[src/rtl/rd_sched_pkg.sv]
// Shared types and helpers for the read-return drain scheduler.
package rd_sched_pkg;

   typedef enum logic {
      IDLE  = 1'b0,
      BURST = 1'b1
   } sched_state_e;

   localparam int ONEHOT_MAX = 64;

   function automatic int id_width(input int n);
      return (n > 1) ? $clog2(n) : 1;
   endfunction

   function automatic logic [ONEHOT_MAX-1:0] onehot_of(input int unsigned idx);
      return ONEHOT_MAX'(1) << idx;
   endfunction

endpackage

[src/rtl/rd_sched_rr_pick.sv]
// Round-robin picker: first requester after ptr, scanning upward modulo NUM_SRC.
module rd_sched_rr_pick #(
   parameter int NUM_SRC = 4,
   parameter int ID_W    = 2
) (
   input  logic [NUM_SRC-1:0] req,
   input  logic [ID_W-1:0]    ptr,
   output logic               any,
   output logic [ID_W-1:0]    win
);

   logic [ID_W-1:0] idx;

   // Scan from the far end so the last hit written is the nearest to ptr+1.
   always_comb begin
      any = 1'b0;
      win = '0;
      idx = '0;
      for (int k = NUM_SRC; k >= 1; k--) begin
         idx = ID_W'((int'(ptr) + k) % NUM_SRC);
         if (req[idx]) begin
            any = 1'b1;
            win = idx;
         end
      end
   end

endmodule

[src/rtl/rd_fifo_drain_sched.sv]
// Round-robin burst drain of NUM_SRC read FIFOs onto one registered valid/ready channel.
//   state | meaning
//   IDLE  | no pops; arbitrate among non-empty FIFOs once the post-reset guard clears
//   BURST | pop the granted FIFO until a last beat or MAX_BEATS, stalling when it is empty
module rd_fifo_drain_sched
   import rd_sched_pkg::*;
#(
   parameter int NUM_SRC   = 4,
   parameter int DATA_W    = 32,
   parameter int MAX_BEATS = 16,
   parameter int ID_W      = id_width(NUM_SRC)
) (
   input  logic                      rd_clk,
   input  logic                      rd_rst,
   input  logic [NUM_SRC-1:0]        src_empty,
   input  logic [NUM_SRC*DATA_W-1:0] src_rd_data,
   input  logic [NUM_SRC-1:0]        src_rd_last,
   output logic [NUM_SRC-1:0]        src_rd_en,
   output logic                      m_valid,
   input  logic                      m_ready,
   output logic [DATA_W-1:0]         m_data,
   output logic                      m_last,
   output logic [ID_W-1:0]           m_src_id,
   output logic                      err_overrun
);

   localparam int CNT_W = $clog2(MAX_BEATS) + 1;

   sched_state_e      state_q, state_d;
   logic [ID_W-1:0]   grant_q, grant_d;
   logic [ID_W-1:0]   rr_ptr_q, rr_ptr_d;
   logic [CNT_W-1:0]  beat_cnt_q, beat_cnt_d;
   logic              err_d;
   logic              guard_q;

   logic [DATA_W-1:0] data_arr [NUM_SRC];
   logic [DATA_W-1:0] cur_data;
   logic              cur_empty;
   logic              cur_last;
   logic              pop;
   logic              pick_any;
   logic [ID_W-1:0]   pick_win;

   for (genvar i = 0; i < NUM_SRC; i++) begin : g_split
      assign data_arr[i] = src_rd_data[i*DATA_W +: DATA_W];
   end

   assign cur_data  = data_arr[grant_q];
   assign cur_empty = src_empty[grant_q];
   assign cur_last  = src_rd_last[grant_q];

   assign pop       = (state_q == BURST) && !cur_empty && (!m_valid || m_ready);
   assign src_rd_en = pop ? NUM_SRC'(onehot_of({{(32-ID_W){1'b0}}, grant_q})) : '0;

   rd_sched_rr_pick #(
      .NUM_SRC (NUM_SRC),
      .ID_W    (ID_W)
   ) u_pick (
      .req (~src_empty),
      .ptr (rr_ptr_q),
      .any (pick_any),
      .win (pick_win)
   );

   always_comb begin
      state_d    = state_q;
      grant_d    = grant_q;
      rr_ptr_d   = rr_ptr_q;
      beat_cnt_d = beat_cnt_q;
      err_d      = err_overrun;
      case (state_q)
         IDLE: begin
            if (!guard_q && pick_any) begin
               grant_d    = pick_win;
               beat_cnt_d = '0;
               state_d    = BURST;
            end
         end
         BURST: begin
            if (pop) begin
               beat_cnt_d = beat_cnt_q + CNT_W'(1);
               if (cur_last) begin
                  state_d  = IDLE;
                  rr_ptr_d = grant_q;
               end else if (beat_cnt_q == CNT_W'(MAX_BEATS - 1)) begin
                  // Forced release: the beat goes out without last and the error sticks.
                  state_d  = IDLE;
                  rr_ptr_d = grant_q;
                  err_d    = 1'b1;
               end
            end
         end
         default: state_d = IDLE;
      endcase
   end

   always_ff @(posedge rd_clk) begin
      if (rd_rst) begin
         state_q     <= IDLE;
         grant_q     <= '0;
         rr_ptr_q    <= ID_W'(NUM_SRC - 1);
         beat_cnt_q  <= '0;
         err_overrun <= 1'b0;
         guard_q     <= 1'b1;
      end else begin
         state_q     <= state_d;
         grant_q     <= grant_d;
         rr_ptr_q    <= rr_ptr_d;
         beat_cnt_q  <= beat_cnt_d;
         err_overrun <= err_d;
         guard_q     <= 1'b0;
      end
   end

   always_ff @(posedge rd_clk) begin
      if (rd_rst) begin
         m_valid  <= 1'b0;
         m_data   <= '0;
         m_last   <= 1'b0;
         m_src_id <= '0;
      end else if (pop) begin
         m_valid  <= 1'b1;
         m_data   <= cur_data;
         m_last   <= cur_last;
         m_src_id <= grant_q;
      end else if (m_valid && m_ready) begin
         m_valid  <= 1'b0;
      end
   end

endmodule

[config.mk]
export PLATFORM = sky130hd
export DESIGN_NAME = rd_fifo_drain_sched
export DESIGN_NICKNAME = d
export VERILOG_FILES = /design/src/rtl/rd_sched_pkg.sv /design/src/rtl/rd_sched_rr_pick.sv /design/src/rtl/rd_fifo_drain_sched.sv
export SDC_FILE = /design/constraint.sdc
export NUM_CORES = 1
export LEC_CHECK = 0
export ABC_AREA = 1
export CAP_MARGIN = 30
export CORE_MARGIN = 3
export CORE_UTILIZATION = 33
export CTS_BUF_LIST = sky130_fd_sc_hd__clkbuf_2
export DETAILED_ROUTE_END_ITERATION = 10
export PLACE_DENSITY = 0.78
export SLEW_MARGIN = 20
export SYNTH_ARGS = -nofsm -noshare
export SYNTH_HDL_FRONTEND = slang
export SYNTH_SLANG_ARGS = --single-unit
[constraint.sdc]
create_clock -name rd_clk -period 1.5 [get_ports rd_clk]
set_clock_uncertainty 0.15 [all_clocks]
set_input_delay 0.225 -clock rd_clk [delete_from_list [all_inputs] [get_ports rd_clk]]
set_output_delay 0.225 -clock rd_clk [all_outputs]
set_load 0.02 [all_outputs]
==> results.txt, run 1 <==
Mapped Area - 3160 µm²
CTS tree - done
Worst skew pair latency - 0.42 ns
VDD IR-drop max - 0.000383 V
Type of origin of the critical path - register
CTS HTree Levels - 2
Sw frac - 38.4%
Compound-Gate Fraction of Synth Area - 10.3%
Ys Warns - 0
Seq/Total Area, Yosys - 30.4%
Setup crit end - src_rd_en[3]
Ys async rst share - 0%
Post-layout worst setup margin - -0.567 ns
Synth Area in Adders - 0.791%
Seq cells post-synth - 48
Syn avg cell area - 5.85 µm²
Clock buffer depth - 2
Critical path peak fanout - 4
Pint - 2.86 mW
Setup violators final - 51
Area growth syn-to-layout - 95.1%
Initial Util - 34.1%
Clock slew at reported path FFs - 0.26 ns
Slew Limit Fails - 0
DIE WIDTH - 104 µm
CP Data Arrival Time - 1.69 ns
Routability cong. - 0.921
IO Pins - 180
Setup TNS - -19.48 ns
Max-Cap Viols - 0
Worst endpoint required time - 1.12 ns
Number of global-route vias before repair - 4239
Largest family of logic cells by synthesized area - simple AND/OR/NAND/NOR gates
LEAKAGE - 2.81 nW
Area of the die - 10800 µm²
RSZ-0062 raised after global routing - yes
DRT iter0 DRCs - 127
Total track usage - 23.7%
Final wirelength - 13.7 mm
R2R Setup Slk - -0.50 ns
Final hold viol count - 0
Wirelength per Cell - 15.2 µm
Worst slew pin tran - 0.264 ns
# rows - 35
Vias per inst - 4.76
Commonest non-fill, non-tap cells in the layout - 161 x nand2_1, 138 x clkdlybuf4s50_1, 58 x inv_1
Power Total - 4.65 mW
R2r endpoint - m_data[15]
Failing checks - setup timing
Fin util - 66.5%
Clk pwr share - 12.1%
Count of cell types in the netlist - 27
Initial antenna violation count - 1
Multiplexer area fraction after synthesis - 0%
Port-buffer cells - 179
Switching pwr - 1.78 mW
Fin crit share - 138%
CTS Root Cell - clkbuf_2
HPWL Detailed - 8.95 mm
PwrDens - 753 nW/µm²
Number of iterations in the first detailed-routing pass - 4
Commonest non-fill, non-tap cell in the layout - nand2_1
Clock Sinks - 48
Top cells by area, synth - dfxtp_1 30%, nand2_1 22%, nand3_1 9.5%, inv_1 7.5%, a21oi_1 7.1%
Crit path time final - 2.07 ns
Status - finished, violations left
DR vias - 4270
Layout net count - 908
Worst reg2reg path startpoint - grant_q[1]
Net count after synthesis - 682
Seq pwr share - 32.6%
Path depth of the worst reg2reg path - 12
Core area - 9280 µm²
Post-synthesis cell count - 541
DIE HEIGHT - 104 µm
Largest net degree at the start of global routing - 33
Share of cells above drive strength 1 - 29.2%
Crit. End Element - output port
Critical path class - register to output port
Type of the worst min-delay path - input pin to register
Cell taking the most area after synthesis - dfxtp_1
Simple-gate share of the synthesized area - 45.4%
Max-slew headroom - 82.4%
Yosys top cell area share - 30.4%
FMAX - 484 MHz
First-pass GRT wire length - 20.7 mm
Overflow after GRT - 0
Ys flop type - dfxtp_1
Critical path origin - grant_q[1]
EDFF count, synth - 0
Remaining DRCs - 0
Comb pwr share - 55.3%
Num CTS Buffers - 5
Post-DRT Antenna Nets - 0
Xor and xnor area share after synthesis - 0.277%
## flip-flops by register name, summed over array words and instances, names as in the netlist
signal and count:
state_q 1, m_valid 1, beat_cnt_q 5, m_last 1, m_data 32, guard_q 1
m_src_id 2, grant_q 2, err_overrun 1, rr_ptr_q 2
## area by class of cell
cell class / instances / area (µm²)
Clock inverter: 3 / 17.5
Sequential cell: 48 / 1010
Tap cell: 129 / 161
Fill cell: 791 / 3110
Antenna cell: 1 / 2.50
Timing Repair Buffer: 247 / 2590
Multi-Input combinational cell: 398 / 2100
Clock buffer: 5 / 25.0
Inverter: 67 / 264
## through the flow
step / hold WS [ns] / cell area [µm²] / setup slack (ns) / std cells
floorplan: 0.103 / 3220 / -0.113 / 541
global placement: 0.293 / 5360 / -0.840 / 862
detailed placement: 0.298 / 5360 / -0.868 / 862
CTS: 0.257 / 6000 / -0.530 / 892
global route: 0.262 / 6170 / -0.645 / 898
finish: 0.270 / 6170 / -0.567 / 898
## power groups by stage
| stage | clock (mW) | sequential (mW) | combinational (mW) |
|---|---|---|---|
| 3_3_place_gp | 0 | 1.51 | 1.99 |
| 3_5_place_dp | 0 | 1.51 | 2.03 |
| 4_1_cts | 0.569 | 1.49 | 2.44 |
| 5_1_grt | 0.623 | 1.53 | 2.79 |
| 2_1_floorplan | 0 | 1.64 | 0.935 |
| 6_report | 0.562 | 1.51 | 2.57 |
## critical path, cell delays in order (launching register included)
cell	delay [ns]
dfxtp_4	0.45
buf_6	0.11
nand2_4	0.05
o21ai_2	0.16
inv_2	0.07
nand3_4	0.13
buf_6	0.14
nor2_4	0.03
buf_6	0.12
## cell families (layout without fill, tap and decap cells)
group,Yosys count,after routing
XOR/XNOR,1,1
adder cells (fa/ha/maj),2,2
buffers and inverters,95,322
AND/OR/NAND/NOR,336,336
AO/OA/AOI/OAI,59,59
flip-flops,48,48
other,0,1
## how the worst min path moves through the flow
stage                               start     endpoint  slack, ns  cells past startpoint
final                     src_rd_data[90]   m_data[26]       0.27                      5
after global routing      src_rd_data[82]   m_data[18]       0.26                      5
after CTS                 src_rd_data[67]    m_data[3]       0.26                      5
after detailed placement      err_overrun  err_overrun       0.30                      2
after global placement        err_overrun  err_overrun       0.29                      2
after floorplan                    rd_rst      guard_q       0.10                      0
## timing repair
item / CTS / global route
endpoints found under the hold margin: 0 / 0
setup endpoints to repair: 86 / 84
resized for setup: 197 / 99
pin swaps: 22 / 31
hold buffers: 0 / 0
buffers inserted: 14 / 6
cloned: 9 / 0
## per-layer routing
metal	vias up	part of all wire (%)	global-route usage, %
met2	160	52	43.0
li1	2129	-	-
met3	30	6.0	5.03
met4	0	2.5	8.55
met5	-	0	0
met1	1951	40	27.2
## synth_stat cells, types with 2 or more instances
cell type  instances
a21oi_1           45
or2_2              3
nand2_1          189
nor2_1            49
clkbuf_1           9
ha_1               2
buf_4              5
nand3_1           60
inv_1             63
or2_0              2
or2_1             28
inv_2              2
dfxtp_1           48
o211ai_1          12
buf_6              2
buf_2             11
Note: power is estimated with default switching activity, not from simulation.
==> run 2, diff against run 1 <==
--- a/config.mk
+++ b/config.mk
@@ -12,7 +12,6 @@
 export CTS_BUF_LIST = sky130_fd_sc_hd__clkbuf_2
 export DETAILED_ROUTE_END_ITERATION = 10
 export PLACE_DENSITY = 0.78
-export SLEW_MARGIN = 20
 export SYNTH_ARGS = -nofsm -noshare
 export SYNTH_HDL_FRONTEND = slang
 export SYNTH_SLANG_ARGS = --single-unit
==> results of run 2 <==
No change in the layout: final DEF, timing and power equal those of run 1.
